`config.mk`:
```
export PLATFORM = sky130hd
export DESIGN_NAME = riscv_core_mem_arbiter
export DESIGN_NICKNAME = d
export VERILOG_FILES = /design/src/rtl/riscv_core_mem_arbiter.sv
export SDC_FILE = /design/constraint.sdc
export NUM_CORES = 1
export LEC_CHECK = 0
export BUFFER_PORTS_ARGS = -buffer_cell sky130_fd_sc_hd__buf_2
export CAP_MARGIN = 10
export CELL_PAD_IN_SITES_DETAIL_PLACEMENT = 1
export CELL_PAD_IN_SITES_GLOBAL_PLACEMENT = 1
export CORE_AREA = 5 5 282 284
export CTS_CLUSTER_DIAMETER = 40
export DETAILED_ROUTE_END_ITERATION = 10
export DIE_AREA = 0 0 287 289
export GPL_TIMING_DRIVEN = 0
export PLACE_DENSITY_LB_ADDON = 0.3
export RECOVER_POWER = 50
export SLEW_MARGIN = 20
export SYNTH_ARGS = -nofsm -noshare
export SYNTH_HDL_FRONTEND = slang
export SYNTH_SLANG_ARGS = --single-unit
```
`constraint.sdc`:
```
create_clock -name i_clk -period 2.2 [get_ports i_clk]
set_input_delay 0.22 -clock i_clk [delete_from_list [all_inputs] [get_ports i_clk]]
set_output_delay 0.22 -clock i_clk [all_outputs]
set_load 0.01 [all_outputs]
```
`src/rtl/riscv_core_mem_arbiter.sv`:
```
// Shares the single external memory port between icache refills, dcache refills and dcache stores.
// Round-robin between I and D sides; the granted command is latched and guarded by a watchdog.
module riscv_core_mem_arbiter #(
    parameter int unsigned ADDR_WIDTH     = 32,
    parameter int unsigned LINE_WIDTH     = 256,
    parameter int unsigned WDATA_WIDTH    = 32,
    parameter int unsigned STRB_WIDTH     = 8,
    parameter int unsigned TIMEOUT_CYCLES = 255
) (
    input  logic                   i_clk,
    input  logic                   i_rst,

    input  logic                   i_ic_read_req,
    input  logic [ADDR_WIDTH-1:0]  i_ic_read_addr,
    output logic                   o_ic_read_done,

    input  logic                   i_dc_read_req,
    input  logic [ADDR_WIDTH-1:0]  i_dc_read_addr,
    output logic                   o_dc_read_done,

    input  logic                   i_dc_write_valid,
    input  logic [ADDR_WIDTH-1:0]  i_dc_write_addr,
    input  logic [WDATA_WIDTH-1:0] i_dc_write_data,
    input  logic [STRB_WIDTH-1:0]  i_dc_write_strobe,
    output logic                   o_dc_write_done,

    output logic [LINE_WIDTH-1:0]  o_read_data,

    output logic                   o_bus_valid,
    output logic                   o_bus_we,
    output logic [ADDR_WIDTH-1:0]  o_bus_addr,
    output logic [WDATA_WIDTH-1:0] o_bus_wdata,
    output logic [STRB_WIDTH-1:0]  o_bus_strobe,
    input  logic                   i_bus_done,
    input  logic [LINE_WIDTH-1:0]  i_bus_rdata,
    output logic                   o_bus_error,

    output logic                   o_busy
);

    localparam int unsigned CntWidth = $clog2(TIMEOUT_CYCLES + 1);

    typedef enum logic [1:0] {StIdle, StIcRead, StDcRead, StDcWrite} state_e;

    state_e                 state_q;
    logic                   last_grant_q;  // 0: I side was last tie winner, 1: D side
    logic [CntWidth-1:0]    cnt_q;
    logic [ADDR_WIDTH-1:0]  addr_q;
    logic [WDATA_WIDTH-1:0] wdata_q;
    logic [STRB_WIDTH-1:0]  strobe_q;
    logic                   valid_q;
    logic                   we_q;

    logic ic_pend;
    logic dc_pend;
    logic tie;
    logic grant_dc;
    logic active;
    logic timeout;
    logic finish;

    always_comb begin
        ic_pend  = i_ic_read_req;
        dc_pend  = i_dc_read_req | i_dc_write_valid;
        tie      = ic_pend & dc_pend;
        grant_dc = dc_pend & (~ic_pend | ~last_grant_q);
        active   = (state_q != StIdle);
        timeout  = active && (cnt_q == CntWidth'(TIMEOUT_CYCLES - 1));
        // Reset in the same cycle suppresses completion so the owner never sees a stray done.
        finish   = active & (i_bus_done | timeout) & ~i_rst;
    end

    assign o_ic_read_done  = finish & (state_q == StIcRead);
    assign o_dc_read_done  = finish & (state_q == StDcRead);
    assign o_dc_write_done = finish & (state_q == StDcWrite);
    assign o_bus_error     = finish & ~i_bus_done;
    assign o_busy          = active;
    assign o_read_data     = i_bus_rdata;
    assign o_bus_valid     = valid_q;
    assign o_bus_we        = we_q;
    assign o_bus_addr      = addr_q;
    assign o_bus_wdata     = wdata_q;
    assign o_bus_strobe    = strobe_q;

    always_ff @(posedge i_clk) begin
        if (i_rst) begin
            state_q      <= StIdle;
            last_grant_q <= 1'b0;
            cnt_q        <= '0;
            addr_q       <= '0;
            wdata_q      <= '0;
            strobe_q     <= '0;
            valid_q      <= 1'b0;
            we_q         <= 1'b0;
        end else begin
            unique case (state_q)
                StIdle: begin
                    if (ic_pend || dc_pend) begin
                        cnt_q   <= '0;
                        valid_q <= 1'b1;
                        if (tie) begin
                            last_grant_q <= grant_dc;
                        end
                        if (grant_dc && i_dc_write_valid) begin
                            state_q  <= StDcWrite;
                            addr_q   <= i_dc_write_addr;
                            wdata_q  <= i_dc_write_data;
                            strobe_q <= i_dc_write_strobe;
                            we_q     <= 1'b1;
                        end else if (grant_dc) begin
                            state_q  <= StDcRead;
                            addr_q   <= i_dc_read_addr;
                            wdata_q  <= '0;
                            strobe_q <= '0;
                            we_q     <= 1'b0;
                        end else begin
                            state_q  <= StIcRead;
                            addr_q   <= i_ic_read_addr;
                            wdata_q  <= '0;
                            strobe_q <= '0;
                            we_q     <= 1'b0;
                        end
                    end
                end
                default: begin
                    if (i_bus_done || timeout) begin
                        state_q <= StIdle;
                        valid_q <= 1'b0;
                        we_q    <= 1'b0;
                    end else begin
                        cnt_q <= cnt_q + CntWidth'(1);
                    end
                end
            endcase
        end
    end

endmodule

```
==> flow_summary_export.csv <==
group,metric,value,unit
clock_network,path_clk_slew,80,ps
grt,busiest_layer,"met2",
die,die_area,82940,um^2
grt,grt_overflow,0,
setup_path,rr_worst_depth,7,
placement,pre_cts_ws,-139.8,ps
power,clkPwrFrac,0.330,
placement,placed_cell_area,9564,um^2
grt,grt_max_degree,14,
sta,drv_slew,0,
clock_network,insertion_delay,390,ps
clock_network,cts_max_level,3,
grt,grt_pass1_wl,46550,um
die,num_io_pins,733,
grt,grt_usage,0.07628,
drt,drc_errors,0,
cells_and_area,final_common_cell,"buf_2",
power,p_leak,4.316,nW
yosys,syn_nets,1142,
setup_path,cp-start-kind,"flop",
power,power,5.692,mW
cells_and_area,syn_to_final_growth,64.84,%
grt,antenna_found_initial,0,
drt,drt-vias-per-instance,2.945,
yosys,synthArstFlopShare,0,
power,p_sw_frac,0.3539,
grt,grt_use_met1,0.09001,
clock_network,cts_buffers,9,
setup_path,cp.required,1980,ps
setup_path,cp_data_arrival_time,1860,ps
clock_network,cts_root_buf,"clkbuf_16",
die,rows,102,
grt,grt_util_met2,0.1374,
drt,wl_per_cell,15.49,um
yosys,synth.top_cell.area_share,0.3282,
die,fp.dieH,289,um
yosys,yosys-top-cells-area,"buf_4 (33%), dfxtp_1 (29%), a21oi_1 (7.2%)",
power,ir_drop,0.3092,mV
placement,dp_hpwl,30400,um
power,power_switching,2.015,mW
cells_and_area,final_cell_mix,"buf_2 (289), buf_4 (257), clkbuf_1 (224), a21oi_1 (84), dfxtp_1 (82)",
drt,vias,6696,
power,power_frac_seq,0.311,
clock_network,cts_tree,"yes",
sta,fmax,480.8,MHz
worst_hold_path,holdPathStages,3,
sta,fin_crit,2080,ps
cells_and_area,drive_gt1_frac,0.4712,
power,power_density,587.5,nW/um^2
yosys,syn-cell-area,5878,um^2
yosys,avgSynthCellArea,7.922,um^2
cells_and_area,nFillCells,9473,
cells_and_area,fin_nets,1629,
setup_path,criticalPathCategory,"flop to primary output",
yosys,postSynthCellCount,742,
yosys,synth_top_area_cell,"buf_4",
yosys,ys_warn_count,0,
sta,slew_headroom,0.4659,
yosys,ys_ff_latch,85,
sta,rsz0062_at_grt,"true",
die,die_w,287,um
grt,grtUsageMet3,0.01865,
yosys,synth_edf_count,0,
sta,worst_pin_slew,801.2,ps
drt,dr.pass1.iters,4,
worst_hold_path,worst_hold_path_type,"input port to flop",
die,core,76830,um^2
cells_and_area,stdcell_area,9689,um^2
run,maxCapViolations,0,
placement,gp_congestion,0.8090,
drt,drt_first_iter_violations,144,
yosys,synth_sequential_area_ratio,0.2895,
yosys,synth.distinct_cells,37,
status,status,"finished clean",
sta,tns,0,ps
sta,setup-violations-final,0,
sta,fin_crit_sh,0.9454,
clock_network,holdBufCountCts,0,
drt,ant_nets,0,
grt,grt_pass1_vias,6872,
sta,finClkSkew,16.02,ps
die,start_util,0.07651,
setup_path,path_max_fanout,10,
power,share_comb_of_total_power,0.360,
drt,routed_wl,35230,um
sta,fin_ws,120.2,ps
power,internal_power,3.677,mW
placement,io_buffers,476,
sta,hold_viol_final,0,
yosys,synth-main-ff-cell,"dfxtp_1",
setup_path,worst_setup_path_end_kind,"primary output",
cells_and_area,utilization,0.1261,
clock_network,clock-sinks,85,
clock_network,cts.path.max_buffers,2,
==> final cells by class <==
| cell class | instances | area, um^2 | area share |
|---|---|---|---|
| buffer | 299 | 2158 | 0.2228 |
| timing repair buffer | 476 | 2121 | 0.2189 |
| multi-input combinational | 355 | 2058 | 0.2124 |
| sequential | 85 | 1705 | 0.1760 |
| tap | 1040 | 1301 | 0.1343 |
| clock buffer | 10 | 229.0 | 0.02363 |
| clock inverter | 5 | 100.1 | 0.01033 |
| inverter | 3 | 13.76 | 0.001420 |
| antenna | 1 | 2.502 | 0.0002583 |
==> flip-flops by register name, summed over array words and instances (netlist names) <==
name	count
state_q	2
o_bus_strobe	8
o_bus_we	1
o_bus_valid	1
last_grant_q	1
cnt_q	8
o_bus_addr	32
o_bus_wdata	32
==> worst max-delay path, stage by stage (launching register included) <==
cell	delay (ps)
dfxtp_1	300
buf_2	170
nor2_4	290
inv_4	120
a31oi_4	190
or2_4	180
nor2_1	50
buf_2	160
==> path summary, 6_finish.rpt <==
check | slack [ps] | end | from
max | 120 | o_bus_error | state_q[1]$_SDFFE_PP0P_
min | 90 | o_bus_wdata[5]$_SDFFE_PP0P_ | i_dc_write_data[5]
max reg2reg | 240 | o_bus_wdata[14]$_SDFFE_PP0P_ | state_q[1]$_SDFFE_PP0P_
min reg2reg | 450 | o_bus_wdata[7]$_SDFFE_PP0P_ | o_bus_wdata[7]$_SDFFE_PP0P_
==> repair_timing <==
item,CTS,global route
pin swaps,0,3
gates resized for setup,5,11
gates cloned,0,0
setup endpoints to repair,4,50
buffers inserted,0,0
==> cells by family after synthesis <==
| group | share of synthesized area |
|---|---|
| buffers and inverters | 0.3687 |
| flip-flops | 0.2895 |
| AND/OR/NAND/NOR | 0.1394 |
| adder cells (fa/ha/maj) | 0.004256 |
| XOR/XNOR | 0.001490 |
| multiplexers | 0.05449 |
| AO/OA/AOI/OAI | 0.1422 |
==> power by group through the flow <==
stage	Sequential (mW)	Clock, mW	Combinational [mW]
CTS	1.77	2.00	2.19
detailed placement	1.81	0	2.18
floorplan	1.86	0	1.12
global route	1.79	2.05	2.26
finish	1.77	1.88	2.05
global placement	1.80	0	2.15
==> metrics by stage <==
step | cells | hold WS, ps
after CTS | 2273 | 48.53
after floorplan | 742 | 371.9
final | 2274 | 88.22
after detailed placement | 2258 | 444.7
after global routing | 2273 | 61.56
after global placement | 2258 | 437.3
==> synthesized netlist by cell type (all sizes together) (3+ instances only) <==
library cell,instances
a211o,32
a21oi,84
a31oi,6
buf,282
clkbuf,17
dfxtp,85
inv,3
mux2i,32
nand2,79
nand3,49
nor2,41
nor3,4
o211ai,4
o21ai,3
or4,3
==> per-layer routing <==
metal  part of all wire  vias up
li1                   -     3204
met1               0.40     3163
met2               0.52      307
met3              0.071       22
met4              0.014        0
met5                  0        -
(Power assumes the default switching activity.)
